**config.mk**
```make
export PLATFORM = sky130hd
export DESIGN_NAME = wb_regfile
export DESIGN_NICKNAME = d
export VERILOG_FILES = /design/src/rtl/wb_regfile.sv
export SDC_FILE = /design/constraint.sdc
export NUM_CORES = 2
export LEC_CHECK = 0
export ABC_AREA = 1
export CAP_MARGIN = 20
export CORE_ASPECT_RATIO = 1.5
export CORE_MARGIN = 10
export CORE_UTILIZATION = 57
export CTS_CLUSTER_DIAMETER = 30
export DETAILED_ROUTE_END_ITERATION = 8
export PLACE_DENSITY_LB_ADDON = 0.3
export SYNTH_ARGS = -nofsm -noshare
export SYNTH_HDL_FRONTEND = slang
export SYNTH_SLANG_ARGS = --single-unit
```
**constraint.sdc**
```tcl
create_clock -name CLK -period 8.1 [get_ports CLK]
set_clock_uncertainty 0.05 [all_clocks]
set_input_delay 2.43 -clock CLK [delete_from_list [all_inputs] [get_ports CLK]]
set_output_delay 2.43 -clock CLK [all_outputs]
set_load 0.01 [all_outputs]
```
**src/rtl/wb_regfile.sv**
```systemverilog
`default_nettype none
// ============================================================================
//  Module   : wb_regfile
//  Purpose  : MIPS writeback stage and architectural register file. Decodes
//             the W-stage instruction, extends load data, selects the
//             writeback source, commits GPR writes and serves two
//             combinational read ports with a W->D bypass. Also drives a
//             registered writeback trace.
//  Revision : 1.0  initial release
// ============================================================================
module wb_regfile #(
  parameter int          NREG     = 32,
  parameter logic [31:0] PC_RESET = 32'h0000_3000
) (
  input  logic        CLK,
  input  logic        RESET_N,
  input  logic [31:0] IR_W,
  input  logic [4:0]  WriteReg_W,
  input  logic [31:0] ReadData_W,
  input  logic [31:0] ALUOut_W,
  input  logic [31:0] PC_W,
  input  logic [31:0] PC8_W,
  input  logic [4:0]  A1,
  input  logic [4:0]  A2,
  output logic [31:0] RD1,
  output logic [31:0] RD2,
  output logic        WB_WE,
  output logic [4:0]  WB_Addr,
  output logic [31:0] WB_Data,
  output logic [31:0] WB_PC
);

  localparam logic [5:0] OP_SPECIAL = 6'h00;
  localparam logic [5:0] OP_JAL     = 6'h03;
  localparam logic [5:0] OP_LB      = 6'h20;
  localparam logic [5:0] OP_LH      = 6'h21;
  localparam logic [5:0] OP_LW      = 6'h23;
  localparam logic [5:0] OP_LBU     = 6'h24;
  localparam logic [5:0] OP_LHU     = 6'h25;
  localparam logic [5:0] FN_JR      = 6'h08;
  localparam logic [5:0] FN_JALR    = 6'h09;
  localparam logic [5:0] FN_SYSCALL = 6'h0c;

  typedef enum logic [1:0] {
    CLS_NONE = 2'd0,
    CLS_LOAD = 2'd1,
    CLS_LINK = 2'd2,
    CLS_ALU  = 2'd3
  } wb_class_e;

  logic [5:0]  opcode;
  logic [5:0]  funct;
  wb_class_e   cls;
  logic        we;
  logic [31:0] load_data;
  logic [31:0] wdata;
  logic [7:0]  ld_byte;
  logic [15:0] ld_half;

  logic [31:0] gpr_q [NREG];
  logic        wb_we_q;
  logic [4:0]  wb_addr_q;
  logic [31:0] wb_data_q;
  logic [31:0] wb_pc_q;

  assign opcode = IR_W[31:26];
  assign funct  = IR_W[5:0];

  // Classify the W-stage instruction by its writeback source
  always_comb begin
    cls = CLS_NONE;
    case (opcode)
      OP_SPECIAL: begin
        if (funct == FN_JALR)
          cls = CLS_LINK;
        else if (funct != FN_JR && funct != FN_SYSCALL)
          cls = CLS_ALU;
      end
      OP_JAL:                               cls = CLS_LINK;
      OP_LB, OP_LH, OP_LW, OP_LBU, OP_LHU:  cls = CLS_LOAD;
      6'h08, 6'h09, 6'h0a, 6'h0b,
      6'h0c, 6'h0d, 6'h0e, 6'h0f:           cls = CLS_ALU;
      default:                              cls = CLS_NONE;
    endcase
  end

  // Writes are suppressed during reset so the bypass also reads 0 then
  assign we = RESET_N && (cls != CLS_NONE) && (WriteReg_W != 5'd0);

  // Extract and extend the addressed byte/halfword of the loaded word
  always_comb begin
    ld_byte = ReadData_W[7:0];
    case (ALUOut_W[1:0])
      2'd0: ld_byte = ReadData_W[7:0];
      2'd1: ld_byte = ReadData_W[15:8];
      2'd2: ld_byte = ReadData_W[23:16];
      2'd3: ld_byte = ReadData_W[31:24];
      default: ld_byte = ReadData_W[7:0];
    endcase
    ld_half = ALUOut_W[1] ? ReadData_W[31:16] : ReadData_W[15:0];
    case (opcode)
      OP_LB:   load_data = {{24{ld_byte[7]}}, ld_byte};
      OP_LBU:  load_data = {24'd0, ld_byte};
      OP_LH:   load_data = {{16{ld_half[15]}}, ld_half};
      OP_LHU:  load_data = {16'd0, ld_half};
      default: load_data = ReadData_W;
    endcase
  end

  // Select the writeback data source
  always_comb begin
    case (cls)
      CLS_LOAD: wdata = load_data;
      CLS_LINK: wdata = PC8_W;
      default:  wdata = ALUOut_W;
    endcase
  end

  // Register array; entry 0 is only ever reset, so it stays zero
  always_ff @(posedge CLK or negedge RESET_N) begin
    if (!RESET_N) begin
      for (int i = 0; i < NREG; i++) gpr_q[i] <= '0;
    end else begin
      for (int i = 1; i < NREG; i++) begin
        if (we && WriteReg_W == i[4:0]) gpr_q[i] <= wdata;
      end
    end
  end

  // Writeback trace; address/data/PC hold when nothing is written
  always_ff @(posedge CLK or negedge RESET_N) begin
    if (!RESET_N) begin
      wb_we_q   <= 1'b0;
      wb_addr_q <= 5'd0;
      wb_data_q <= 32'd0;
      wb_pc_q   <= PC_RESET;
    end else begin
      wb_we_q <= we;
      if (we) begin
        wb_addr_q <= WriteReg_W;
        wb_data_q <= wdata;
        wb_pc_q   <= PC_W;
      end
    end
  end

  // Read port 1 with same-cycle W->D bypass
  always_comb begin
    RD1 = 32'd0;
    if (A1 != 5'd0) begin
      if (we && WriteReg_W == A1) begin
        RD1 = wdata;
      end else begin
        for (int i = 1; i < NREG; i++) begin
          if (A1 == i[4:0]) RD1 = gpr_q[i];
        end
      end
    end
  end

  // Read port 2 with same-cycle W->D bypass
  always_comb begin
    RD2 = 32'd0;
    if (A2 != 5'd0) begin
      if (we && WriteReg_W == A2) begin
        RD2 = wdata;
      end else begin
        for (int i = 1; i < NREG; i++) begin
          if (A2 == i[4:0]) RD2 = gpr_q[i];
        end
      end
    end
  end

  assign WB_WE   = wb_we_q;
  assign WB_Addr = wb_addr_q;
  assign WB_Data = wb_data_q;
  assign WB_PC   = wb_pc_q;

endmodule
`default_nettype wire

```
==> impl_metrics.tcl <==
set metrics [dict create \
    reg2reg_depth 2 \
    outcome "finished, violations left" \
    max-cap-violations 0 \
    clock_latency_ns 0.78 \
    die_y_um 402 \
    cts.sinks 1062 \
    grt_pass1_wl_um 326000 \
    post-route-drc-count 0 \
    p_total_mw 17.0 \
    track_usage_pct 38.1 \
    holdWs_ns 0.430 \
    cts_tree "done" \
    synth_nets 8005 \
    clockBufferDepth 3 \
    wl_per_cell_um 22.2 \
    setup_viol 27 \
    syn_area_um2 55500 \
    dieArea_um2 110000 \
    numCtsBuffers 166 \
    drive_gt1_share_pct 18.0 \
    final_cells 9886 \
    yosysSeqAreaShare_pct 47.9 \
    required_ns 5.62 \
    p_per_area_nw_per_um2 236 \
    fin_crit_sh_pct 103 \
    setup_ws_ns -0.218 \
    final_util_pct 74.5 \
    ys_warn_count 0 \
    dp.cells 9472 \
    worstPathMaxFanout 15 \
    fmax_ghz 0.120 \
    p_leak_nw 33.0 \
    avgSynthCellArea_um2 7.09 \
    syn-instance-count 7825 \
    grt_pass1_vias 55700 \
    core_area_um2 96900 \
    rsz0062_at_grt "true" \
    worst_pin_slew_ns 1.08 \
    setup-tns-final_ns -2.28 \
    grt_antenna_before_repair 3 \
    detail_route.iter0.violations 7408 \
    floorplan.initialDensity_pct 57.3 \
    place_hpwl_um 151000 \
    synth.largest_area_cell "dfrtp_1" \
    synth_ff_type "dfrtp_1" \
    hold_class "reg2reg" \
    grt_max_degree 183 \
    vias_per_cell 5.93 \
    gp_congestion 1.02 \
    grt_overflow_total 0 \
    die_width_um 275 \
    cp_data_arrival_time_ns 5.84 \
    ys_types 38 \
    synth_top_area_share_pct 47.8 \
    slew_headroom_pct 28.1 \
    root_buffer "clkbuf_16" \
    finalHoldViolations 0 \
    start_kind "input pin" \
    vias 58700 \
    dr.pass1.iters 7 \
    min_period_ns 8.32 \
    core.rowCount 140 \
    yosys-top-cells-area "dfrtp_1 48%, nand2_1 20%, o21ai_0 9.7%" \
    ant_nets 0 \
    synth_seq_cells 1062 \
    routed_wl_um 220000 \
    final_nets 8642 \
    area_growth_pct 30.1 \
    violations "setup timing" \
    path_class "in2out" \
    h-tree-depth 4 \
    port_buffers 290 \
    fillers 7203 \
    async_flop_share_pct 100 \
    io_pins 311 \
    reg2reg_setup_slack_ns 7.22 \
    hold_depth 2 \
    path_clk_slew_ns 0.05 \
    yosysMostFrequentCell "nand2_1" \
    synthTopCellsByCount "2911 x nand2_1, 1073 x o21ai_0, 1060 x dfrtp_1" \
    synth_edf_count 0 \
    crit_path_end_kind "output pin" \
    ir_worst_vdd_uv 227 \
    slew_violations 0 \
]
==> layer usage <==
layer / vias up / share of wire [%] / wire (um) / track usage [%]
met5: - / 0.0059 / 13 / 0
met4: 2 / 9.1 / 20000 / 27.5
met3: 999 / 9.1 / 20000 / 7.42
met2: 3621 / 47 / 103000 / 61.7
met1: 27600 / 35 / 76900 / 44.8
li1: 26500 / - / - / -
==> report_power, final <==
part	switching, mW	leakage, nW	internal, mW
registers	0.581	14.3	6.08
logic	1.85	15.8	1.04
clock network	2.78	2.85	4.68
total	5.21	33.0	11.8
==> final timing paths <==
kind	endpoint	start
max	RD1[2]	A1[0]
min	WB_PC[21]	WB_PC[21]
max reg2reg	gpr_q[942]	gpr_q[942]
min reg2reg	WB_PC[21]	WB_PC[21]
max in group asynchronous	gpr_q[722]	RESET_N
min in group asynchronous	WB_PC[8]	RESET_N
==> area by class of cell <==
| class | instances | area (um^2) | area share [%] |
|---|---|---|---|
| Clock inverter | 114 | 1360 | 1.88 |
| Tap cell | 1278 | 1600 | 2.22 |
| Timing Repair Buffer | 989 | 9710 | 13.5 |
| Inverter | 488 | 1900 | 2.63 |
| Clock buffer | 196 | 4510 | 6.25 |
| Multi-Input combinational cell | 5754 | 26500 | 36.7 |
| Timing Repair inverter | 1 | 7.51 | 0.0104 |
| Antenna cell | 4 | 10.0 | 0.0139 |
| Sequential cell | 1062 | 26600 | 36.8 |
==> what timing repair did <==
item / CTS / global route
hold buffers: 0 / 0
endpoints found under the setup margin: 64 / 64
cloned: 3 / 8
gates resized for setup: 354 / 390
pin swaps: 224 / 508
buffers inserted: 40 / 39
==> placed cells by master, fill, tap and decap left out, drive strengths merged, types with 4 or more instances in the layout <==
cell type	count
nand2	2914
clkbuf	226
nor3	12
xor2	6
dlygate4sd2	6
a22oi	5
diode	4
a21oi	190
or2	76
nor2	829
clkdlybuf4s50	214
clkinv	58
nand4	442
dfrtp	1060
inv	508
o21ai	1147
buf	733
bufinv	20
nand3	111
nor4	7
clkinvlp	17
==> worst max-delay path: stages <==
cell and delay [ns]:
buf_6 0.11, buf_6 0.12, nor2_1 0.29, nand2_1 0.18, nor2_2 0.20, buf_12 0.18, buf_12 0.17, nand2_1 0.07
nand2_1 0.09, nand4_1 0.11, nand2_2 0.12, nand4_1 0.12, nor2_1 0.17, nand4_1 0.11, nor2_1 0.13, nand4_1 0.13
nor2_1 0.13, nand4_1 0.14, nand2_1 0.11, nand4_1 0.21, nand2_1 0.16, a21oi_1 0.09, clkdlybuf4s15_2 0.24
==> sequential cells by signal, summed over array words and instances, names as in the netlist <==
signal and flops:
WB_WE 1, WB_Data 32, gpr_q 992, WB_PC 32, WB_Addr 5
==> stage by stage <==
stage	cell area [um^2]	setup WS, ns
5_1_grt	72200	-0.341
2_1_floorplan	55500	0.303
3_3_place_gp	63700	-0.901
4_1_cts	70400	-0.0752
3_5_place_dp	63700	-0.913
6_report	72200	-0.218
==> logic make-up (layout without fill, tap and decap cells) <==
logic type                 after synthesis  after routing  synth area share, %
DFF                                   1062           1062                 47.9
and+or+nand+nor                       4394           4394                 32.5
AOI/OAI and AO/OA                     1351           1351                 12.3
other                                    0              4                    0
adders and majority gates                3              3               0.0677
xor gates and xnor gates                 6              6               0.0947
buffers and inverters                 1009           1788                 7.06
Note: power is estimated with default switching activity, not from simulation.
